$ cat config.mk
export PLATFORM = sky130hd
export DESIGN_NAME = alu_ctrl_seq
export DESIGN_NICKNAME = d
export VERILOG_FILES = /design/src/rtl/alu_pkg.sv /design/src/rtl/alu_op_decode.sv /design/src/rtl/alu_ctrl_seq.sv
export SDC_FILE = /design/constraint.sdc
export NUM_CORES = 1
export LEC_CHECK = 0
export BUFFER_PORTS_ARGS = -buffer_cell sky130_fd_sc_hd__buf_4
export CORE_MARGIN = 4
export CORE_UTILIZATION = 55
export DETAILED_ROUTE_END_ITERATION = 7
export GPL_ROUTABILITY_DRIVEN = 0
export MAX_ROUTING_LAYER = met4
export PLACE_DENSITY = 0.83
export RECOVER_POWER = 100
export SYNTH_ARGS = -nofsm -noshare
export SYNTH_HDL_FRONTEND = slang
export SYNTH_SLANG_ARGS = --single-unit
export TNS_END_PERCENT = 20
$ cat constraint.sdc
create_clock -name clk -period 3.4 [get_ports clk]
set_input_delay 0.68 -clock clk [delete_from_list [all_inputs] [get_ports clk]]
set_output_delay 0.68 -clock clk [all_outputs]
set_load 0.05 [all_outputs]
$ cat src/rtl/alu_pkg.sv
// Shared ALU control codes, ALUOp encodings and op-class helpers for the
// decoder, the ALU and the mul/div unit.
package alu_pkg;

  localparam int CODE_W = 5;
  typedef logic [CODE_W-1:0] alu_code_t;

  localparam alu_code_t ALU_ADD    = 5'd0;
  localparam alu_code_t ALU_SUB    = 5'd1;
  localparam alu_code_t ALU_AND    = 5'd2;
  localparam alu_code_t ALU_OR     = 5'd3;
  localparam alu_code_t ALU_XOR    = 5'd4;
  localparam alu_code_t ALU_SLT    = 5'd5;
  localparam alu_code_t ALU_SLTU   = 5'd6;
  localparam alu_code_t ALU_SLL    = 5'd7;
  localparam alu_code_t ALU_SRL    = 5'd8;
  localparam alu_code_t ALU_SRA    = 5'd9;
  localparam alu_code_t ALU_MUL    = 5'd10;
  localparam alu_code_t ALU_MULH   = 5'd11;
  localparam alu_code_t ALU_MULHSU = 5'd12;
  localparam alu_code_t ALU_MULHU  = 5'd13;
  localparam alu_code_t ALU_DIV    = 5'd14;
  localparam alu_code_t ALU_DIVU   = 5'd15;
  localparam alu_code_t ALU_REM    = 5'd16;
  localparam alu_code_t ALU_REMU   = 5'd17;

  localparam logic [1:0] ALUOP_MEM    = 2'b00;
  localparam logic [1:0] ALUOP_BRANCH = 2'b01;
  localparam logic [1:0] ALUOP_RI     = 2'b10;
  localparam logic [1:0] ALUOP_RSVD   = 2'b11;

  typedef enum logic {
    ST_IDLE = 1'b0,
    ST_BUSY = 1'b1
  } seq_state_t;

  function automatic logic op_is_mul(input alu_code_t c);
    return (c >= ALU_MUL) && (c <= ALU_MULHU);
  endfunction

  function automatic logic op_is_div(input alu_code_t c);
    return (c >= ALU_DIV) && (c <= ALU_REMU);
  endfunction

endpackage

$ cat src/rtl/alu_op_decode.sv
// Pure combinational ALUOp/funct decode into an ALU control code, with
// legality and multi-cycle class (lat_sel: 0 = mul, 1 = div).
module alu_op_decode
  import alu_pkg::*;
#(
  parameter bit EN_M = 1'b1
) (
  input  logic [1:0] alu_op,
  input  logic       op5,
  input  logic [2:0] funct3,
  input  logic       funct7b5,
  input  logic       funct7b0,
  output alu_code_t  code,
  output logic       illegal,
  output logic       multi,
  output logic       lat_sel
);

  always_comb begin
    code    = ALU_ADD;
    illegal = 1'b0;
    case (alu_op)
      ALUOP_MEM: code = ALU_ADD;
      ALUOP_BRANCH: begin
        case (funct3)
          3'b000, 3'b001: code = ALU_SUB;
          3'b100, 3'b101: code = ALU_SLT;
          3'b110, 3'b111: code = ALU_SLTU;
          default:        illegal = 1'b1;
        endcase
      end
      ALUOP_RI: begin
        if (op5 && funct7b0) begin
          // RV32M space: only legal when the extension is built in.
          if (EN_M) begin
            case (funct3)
              3'b000:  code = ALU_MUL;
              3'b001:  code = ALU_MULH;
              3'b010:  code = ALU_MULHSU;
              3'b011:  code = ALU_MULHU;
              3'b100:  code = ALU_DIV;
              3'b101:  code = ALU_DIVU;
              3'b110:  code = ALU_REM;
              default: code = ALU_REMU;
            endcase
          end else begin
            illegal = 1'b1;
          end
        end else begin
          case (funct3)
            3'b000:  code = (op5 && funct7b5) ? ALU_SUB : ALU_ADD;
            3'b001:  code = ALU_SLL;
            3'b010:  code = ALU_SLT;
            3'b011:  code = ALU_SLTU;
            3'b100:  code = ALU_XOR;
            3'b101:  code = funct7b5 ? ALU_SRA : ALU_SRL;
            3'b110:  code = ALU_OR;
            default: code = ALU_AND;
          endcase
        end
      end
      ALUOP_RSVD: illegal = 1'b1;
    endcase
  end

  assign multi   = ~illegal & (op_is_mul(code) | op_is_div(code));
  assign lat_sel = op_is_div(code);

endmodule

$ cat src/rtl/alu_ctrl_seq.sv
// Registered ALU control decoder that sequences multi-cycle MUL/DIV ops with a
// latency counter, a valid/ready handshake and a core stall.
module alu_ctrl_seq
  import alu_pkg::*;
#(
  parameter int CTRL_W  = 5,
  parameter bit EN_M    = 1'b1,
  parameter int MUL_LAT = 3,
  parameter int DIV_LAT = 32
) (
  input  logic              clk,
  input  logic              rst,
  input  logic              in_valid,
  output logic              in_ready,
  input  logic [1:0]        ALUOp,
  input  logic              op5,
  input  logic [2:0]        funct3,
  input  logic              funct7b5,
  input  logic              funct7b0,
  input  logic              flush,
  output logic [CTRL_W-1:0] alu_ctrl,
  output logic              out_valid,
  output logic              illegal,
  output logic              stall
);

  localparam int MAX_LAT = (MUL_LAT > DIV_LAT) ? MUL_LAT : DIV_LAT;
  localparam int CNT_W   = $clog2(MAX_LAT) + 1;
  localparam bit MUL_MC  = (MUL_LAT > 1);
  localparam bit DIV_MC  = (DIV_LAT > 1);
  // BUSY lasts LAT-1 cycles and out_valid follows the terminal count.
  localparam logic [CNT_W-1:0] MUL_LOAD = MUL_MC ? CNT_W'(MUL_LAT - 2) : '0;
  localparam logic [CNT_W-1:0] DIV_LOAD = DIV_MC ? CNT_W'(DIV_LAT - 2) : '0;

  alu_code_t dec_code;
  logic      dec_illegal;
  logic      dec_multi;
  logic      dec_lat_sel;

  alu_op_decode #(
    .EN_M(EN_M)
  ) u_decode (
    .alu_op  (ALUOp),
    .op5     (op5),
    .funct3  (funct3),
    .funct7b5(funct7b5),
    .funct7b0(funct7b0),
    .code    (dec_code),
    .illegal (dec_illegal),
    .multi   (dec_multi),
    .lat_sel (dec_lat_sel)
  );

  seq_state_t        state_q, state_d;
  logic [CNT_W-1:0]  cnt_q, cnt_d;
  logic [CTRL_W-1:0] ctrl_q, ctrl_d;
  logic              illegal_q, illegal_d;
  logic              vld_q, vld_d;
  logic              accept;
  logic              go_multi;

  assign in_ready = (state_q == ST_IDLE) && !flush;
  assign accept   = in_valid && in_ready;
  assign go_multi = dec_multi && (dec_lat_sel ? DIV_MC : MUL_MC);

  always_comb begin
    state_d   = state_q;
    cnt_d     = cnt_q;
    ctrl_d    = ctrl_q;
    illegal_d = illegal_q;
    vld_d     = 1'b0;
    if (state_q == ST_IDLE) begin
      if (accept) begin
        ctrl_d    = CTRL_W'(dec_code);
        illegal_d = dec_illegal;
        if (go_multi) begin
          state_d = ST_BUSY;
          cnt_d   = dec_lat_sel ? DIV_LOAD : MUL_LOAD;
        end else begin
          vld_d = 1'b1;
        end
      end
    end else begin
      // Flush outranks the terminal count: the op is dropped silently.
      if (flush) begin
        state_d = ST_IDLE;
        cnt_d   = '0;
      end else if (cnt_q == '0) begin
        state_d = ST_IDLE;
        vld_d   = 1'b1;
      end else begin
        cnt_d = cnt_q - 1'b1;
      end
    end
  end

  always_ff @(posedge clk or negedge rst) begin
    if (!rst) begin
      state_q   <= ST_IDLE;
      cnt_q     <= '0;
      ctrl_q    <= '0;
      illegal_q <= 1'b0;
      vld_q     <= 1'b0;
    end else begin
      state_q   <= state_d;
      cnt_q     <= cnt_d;
      ctrl_q    <= ctrl_d;
      illegal_q <= illegal_d;
      vld_q     <= vld_d;
    end
  end

  assign alu_ctrl  = ctrl_q;
  // A flush in the completion cycle still cancels the result.
  assign out_valid = vld_q && !flush;
  assign illegal   = illegal_q;
  assign stall     = (state_q == ST_BUSY);

endmodule

==> flow_summary_export.csv <==
group,metric,value,unit
pwr,share_comb_of_total_power,31.8,%
detailed_routing,totalWireLength,2360,µm
detailed_routing,wl_met1,1050,µm
synthesis,ys_async_sr_fraction,100,%
cells_and_area,n_antenna_cell,0,
placed_design,placed_area,1150,µm²
cells_and_area,design_area,1130,µm²
worst_setup_path,critical_path_required,3.58,ns
pwr,vdd_drop_max,0.335,mV
synthesis,synth.ff_latch_count,14,
synthesis,synthesis.instances,117,
cts,postCtsResizedCells,0,
cts,post_cts_buffers,0,
cts,clock_latency,0.29,ns
global_route,grt.overflow.total,0,
cts,clkTransAtPathRegs,0.09,ns
cts,clockRootBuffer,"clkbuf_4",
placed_design,hpwl,1790,µm
synthesis,synth_area,995,µm²
detailed_routing,num_vias,978,
synthesis,synthesis.nets,134,
worst_setup_path,crit_buf_inv,2,
global_route,antenna_found_initial,0,
cells_and_area,nNetsFinal,155,
global_route,grt_pass1_vias,941,
worst_setup_path,crit_path_cell_trace,"clkbuf_1, inv_1, ha_1, and2b_1, o2111ai_1, a22o_1, a211o_1",
synthesis,synth_edf_count,0,
worst_setup_path,cp_max_fo,7,
worst_setup_path,cp-start-kind,"input port",
timing,finalHoldViolCount,0,
synthesis,ys.flop_type,"dfrtp_1",
floorplan,die_y,50.5,µm
floorplan,dieArea,2550,µm²
timing,fmax,463,MHz
detailed_routing,wl_met3,159,µm
timing,finalSetupViolations,0,
timing,clock_skew,0.00312,ns
cts,cts_tree,"done",
pwr,powerDensity,419,nW/µm²
cts,htree_levels,1,
worst_setup_path,path_depth,7,
timing,drv_slew,0,
worst_setup_path,max_stage_delay,0.34,ns
detailed_routing,initialDrtViolationCount,50,
timing,period_share,63.5,%
synthesis,yosys_warnings,0,
worst_setup_path,slowest_stage,"ha_1",
detailed_routing,routed.top_layer,"met4",
global_route,grt_max_degree,15,
timing,rsz0062_at_grt,"false",
synthesis,synth_top_area_share,35.2,%
cts,clock-sinks,14,
pwr,p_clk_share,26.5,%
detailed_routing,dr_wl_met2,1090,µm
timing,slew_headroom,43.4,%
flow_run,cap_violations,0,
outcome,status,"completed",
floorplan,dieWidth,50.5,µm
floorplan,num_rows,15,
cts,cts_buffer_depth,2,
global_route,grtUsageTotal,21.5,%
pwr,p_int,0.000301,W
global_route,grt_pass1_wl,4080,µm
cells_and_area,area_growth,13.7,%
pwr,swShare,36.5,%
synthesis,yosysUniqueCellTypes,38,
worst_setup_path,crit_type,"in2reg",
floorplan,start_util,57.6,%
detailed_routing,drc,0,
placed_design,port-buffer-count,20,
detailed_routing,drt_pass1_iterations,4,
cts,cts_hold_buf,0,
synthesis,yosys.area.top_type,"dfrtp_1",
pwr,finalPower,0.000473,W
worst_setup_path,endpoint_kind,"register",
synthesis,yosysSeqAreaShare,35.2,%
floorplan,pin_count,21,
synthesis,synthTopCellsByArea,"dfrtp_1 (35%), ha_1 (6.3%), nand2_1 (5.3%)",
pwr,p_sw,0.000173,W
timing,finalSetupTns,0,ns
pwr,p_leak,0.498,nW
floorplan,core_area,1730,µm²
detailed_routing,viasPerCell,6.04,
pwr,seq_power_share,41.7,%
synthesis,syn_area_per_cell,8.50,µm²
detailed_routing,antenna_left,0,
min_path,hold_class,"in2async",
worst_setup_path,crit_arrival,2.34,ns
cts,cts_made_buffers,3,
detailed_routing,wire_per_inst,14.5,µm
timing,worst_pin_slew,0.847,ns
cells_and_area,final_layout_size_suffix_gt1_share,10.2,%
worst_setup_path,path_delay_family,"compound AO/OA/AOI/OAI gates",
synthesis,synth.top_cells.by_count,"dfrtp_1 (14), nand2_1 (14), inv_1 (9), nor2_1 (8)",
timing,layout_min_cycle_time,2.16,ns
worst_setup_path,r2r.worst_path.cells,4,
-- flip-flops by register name, indices dropped and copies added (netlist names) --
| register | count |
|---|---|
| cnt_q | 6 |
| illegal | 1 |
| stall | 1 |
| vld_q | 1 |
| alu_ctrl | 5 |
-- worst reg2reg max path: stages, from the launching register on --
cell       delay [ns]
dfrtp_1          0.53
nor3b_1          0.77
o2111ai_1        0.39
nand3_1          0.20
o21ai_0          0.10
-- path summary, 6_finish.rpt --
kind                       slack (ns)                       to                     from
max in group asynchronous        2.50     cnt_q[2]$_DFFE_PN0P_                      rst
setup / recovery                 1.24     cnt_q[0]$_DFFE_PN0P_                 ALUOp[0]
min in group clk                 0.49  alu_ctrl[4]$_DFFE_PN0P_  alu_ctrl[4]$_DFFE_PN0P_
setup reg to reg                 1.29     cnt_q[2]$_DFFE_PN0P_          stall$_DFF_PN0_
hold reg to reg                  0.49  alu_ctrl[4]$_DFFE_PN0P_  alu_ctrl[4]$_DFFE_PN0P_
hold / removal                   0.43     cnt_q[0]$_DFFE_PN0P_                      rst
-- per-layer routing --
metal,vias to the layer above,global-route usage [%]
li1,472,-
met1,442,25.1
met5,-,-
met2,52,36.7
met3,12,3.26
met4,0,8.97
-- layout make-up --
cell class / count / area [µm²]
clock buffer: 4 / 36.3
fill: 157 / 596
inverter: 9 / 33.8
multi-input combinational: 90 / 574
sequential: 14 / 350
tap: 25 / 31.3
timing repair buffer: 20 / 105
-- power groups by stage --
stage                logic, W  registers [W]  clock network, W
finish               0.000150       0.000198          0.000125
global route         0.000169       0.000200          0.000135
CTS                  0.000158       0.000197          0.000126
detailed placement   0.000157       0.000201                 0
global placement     0.000154       0.000200                 0
floorplan           0.0000946       0.000216                 0
-- layout by cell type, fill, tap and decap left out, types with 2 or more instances in the layout --
cell type  synthesis  final
ha_1               5      5
nor2b_1            4      4
dfrtp_1           14     14
o21ai_0            7      7
buf_4              0      8
nor3_1             4      4
nor2_1             8      8
a211o_1            2      2
nand3_1            6      6
a2111o_1           2      2
o211ai_1           4      4
clkbuf_4           0      3
o22ai_1            3      3
nand2_1           14     14
a31oi_1            4      4
nor3b_1            1      2
clkbuf_1           1     12
inv_1              9      9
o2111ai_1          1      2
a21oi_1            7      7
-- stage by stage --
stage	worst slack [ns]	instances	hold WS, ns	utilization (%)
2_1_floorplan	1.23	117	0.384	-
3_3_place_gp	1.11	158	0.480	66.7
3_5_place_dp	1.07	158	0.474	66.7
4_1_cts	1.36	162	0.225	68.8
5_1_grt	1.13	162	0.489	65.5
6_report	1.24	162	0.429	65.5
-- logic make-up after synthesis --
| group | Yosys count | share of synthesized area (%) |
|---|---|---|
| and+or+nand+nor | 46 | 24.9 |
| AOI/OAI and AO/OA | 37 | 25.8 |
| adders and majority gates | 5 | 6.29 |
| xor gates and xnor gates | 1 | 0.881 |
| muxes | 1 | 1.01 |
| buffers and inverters | 13 | 5.91 |
| DFF | 14 | 35.2 |
No activity file was read; power rests on OpenSTA's default activity.
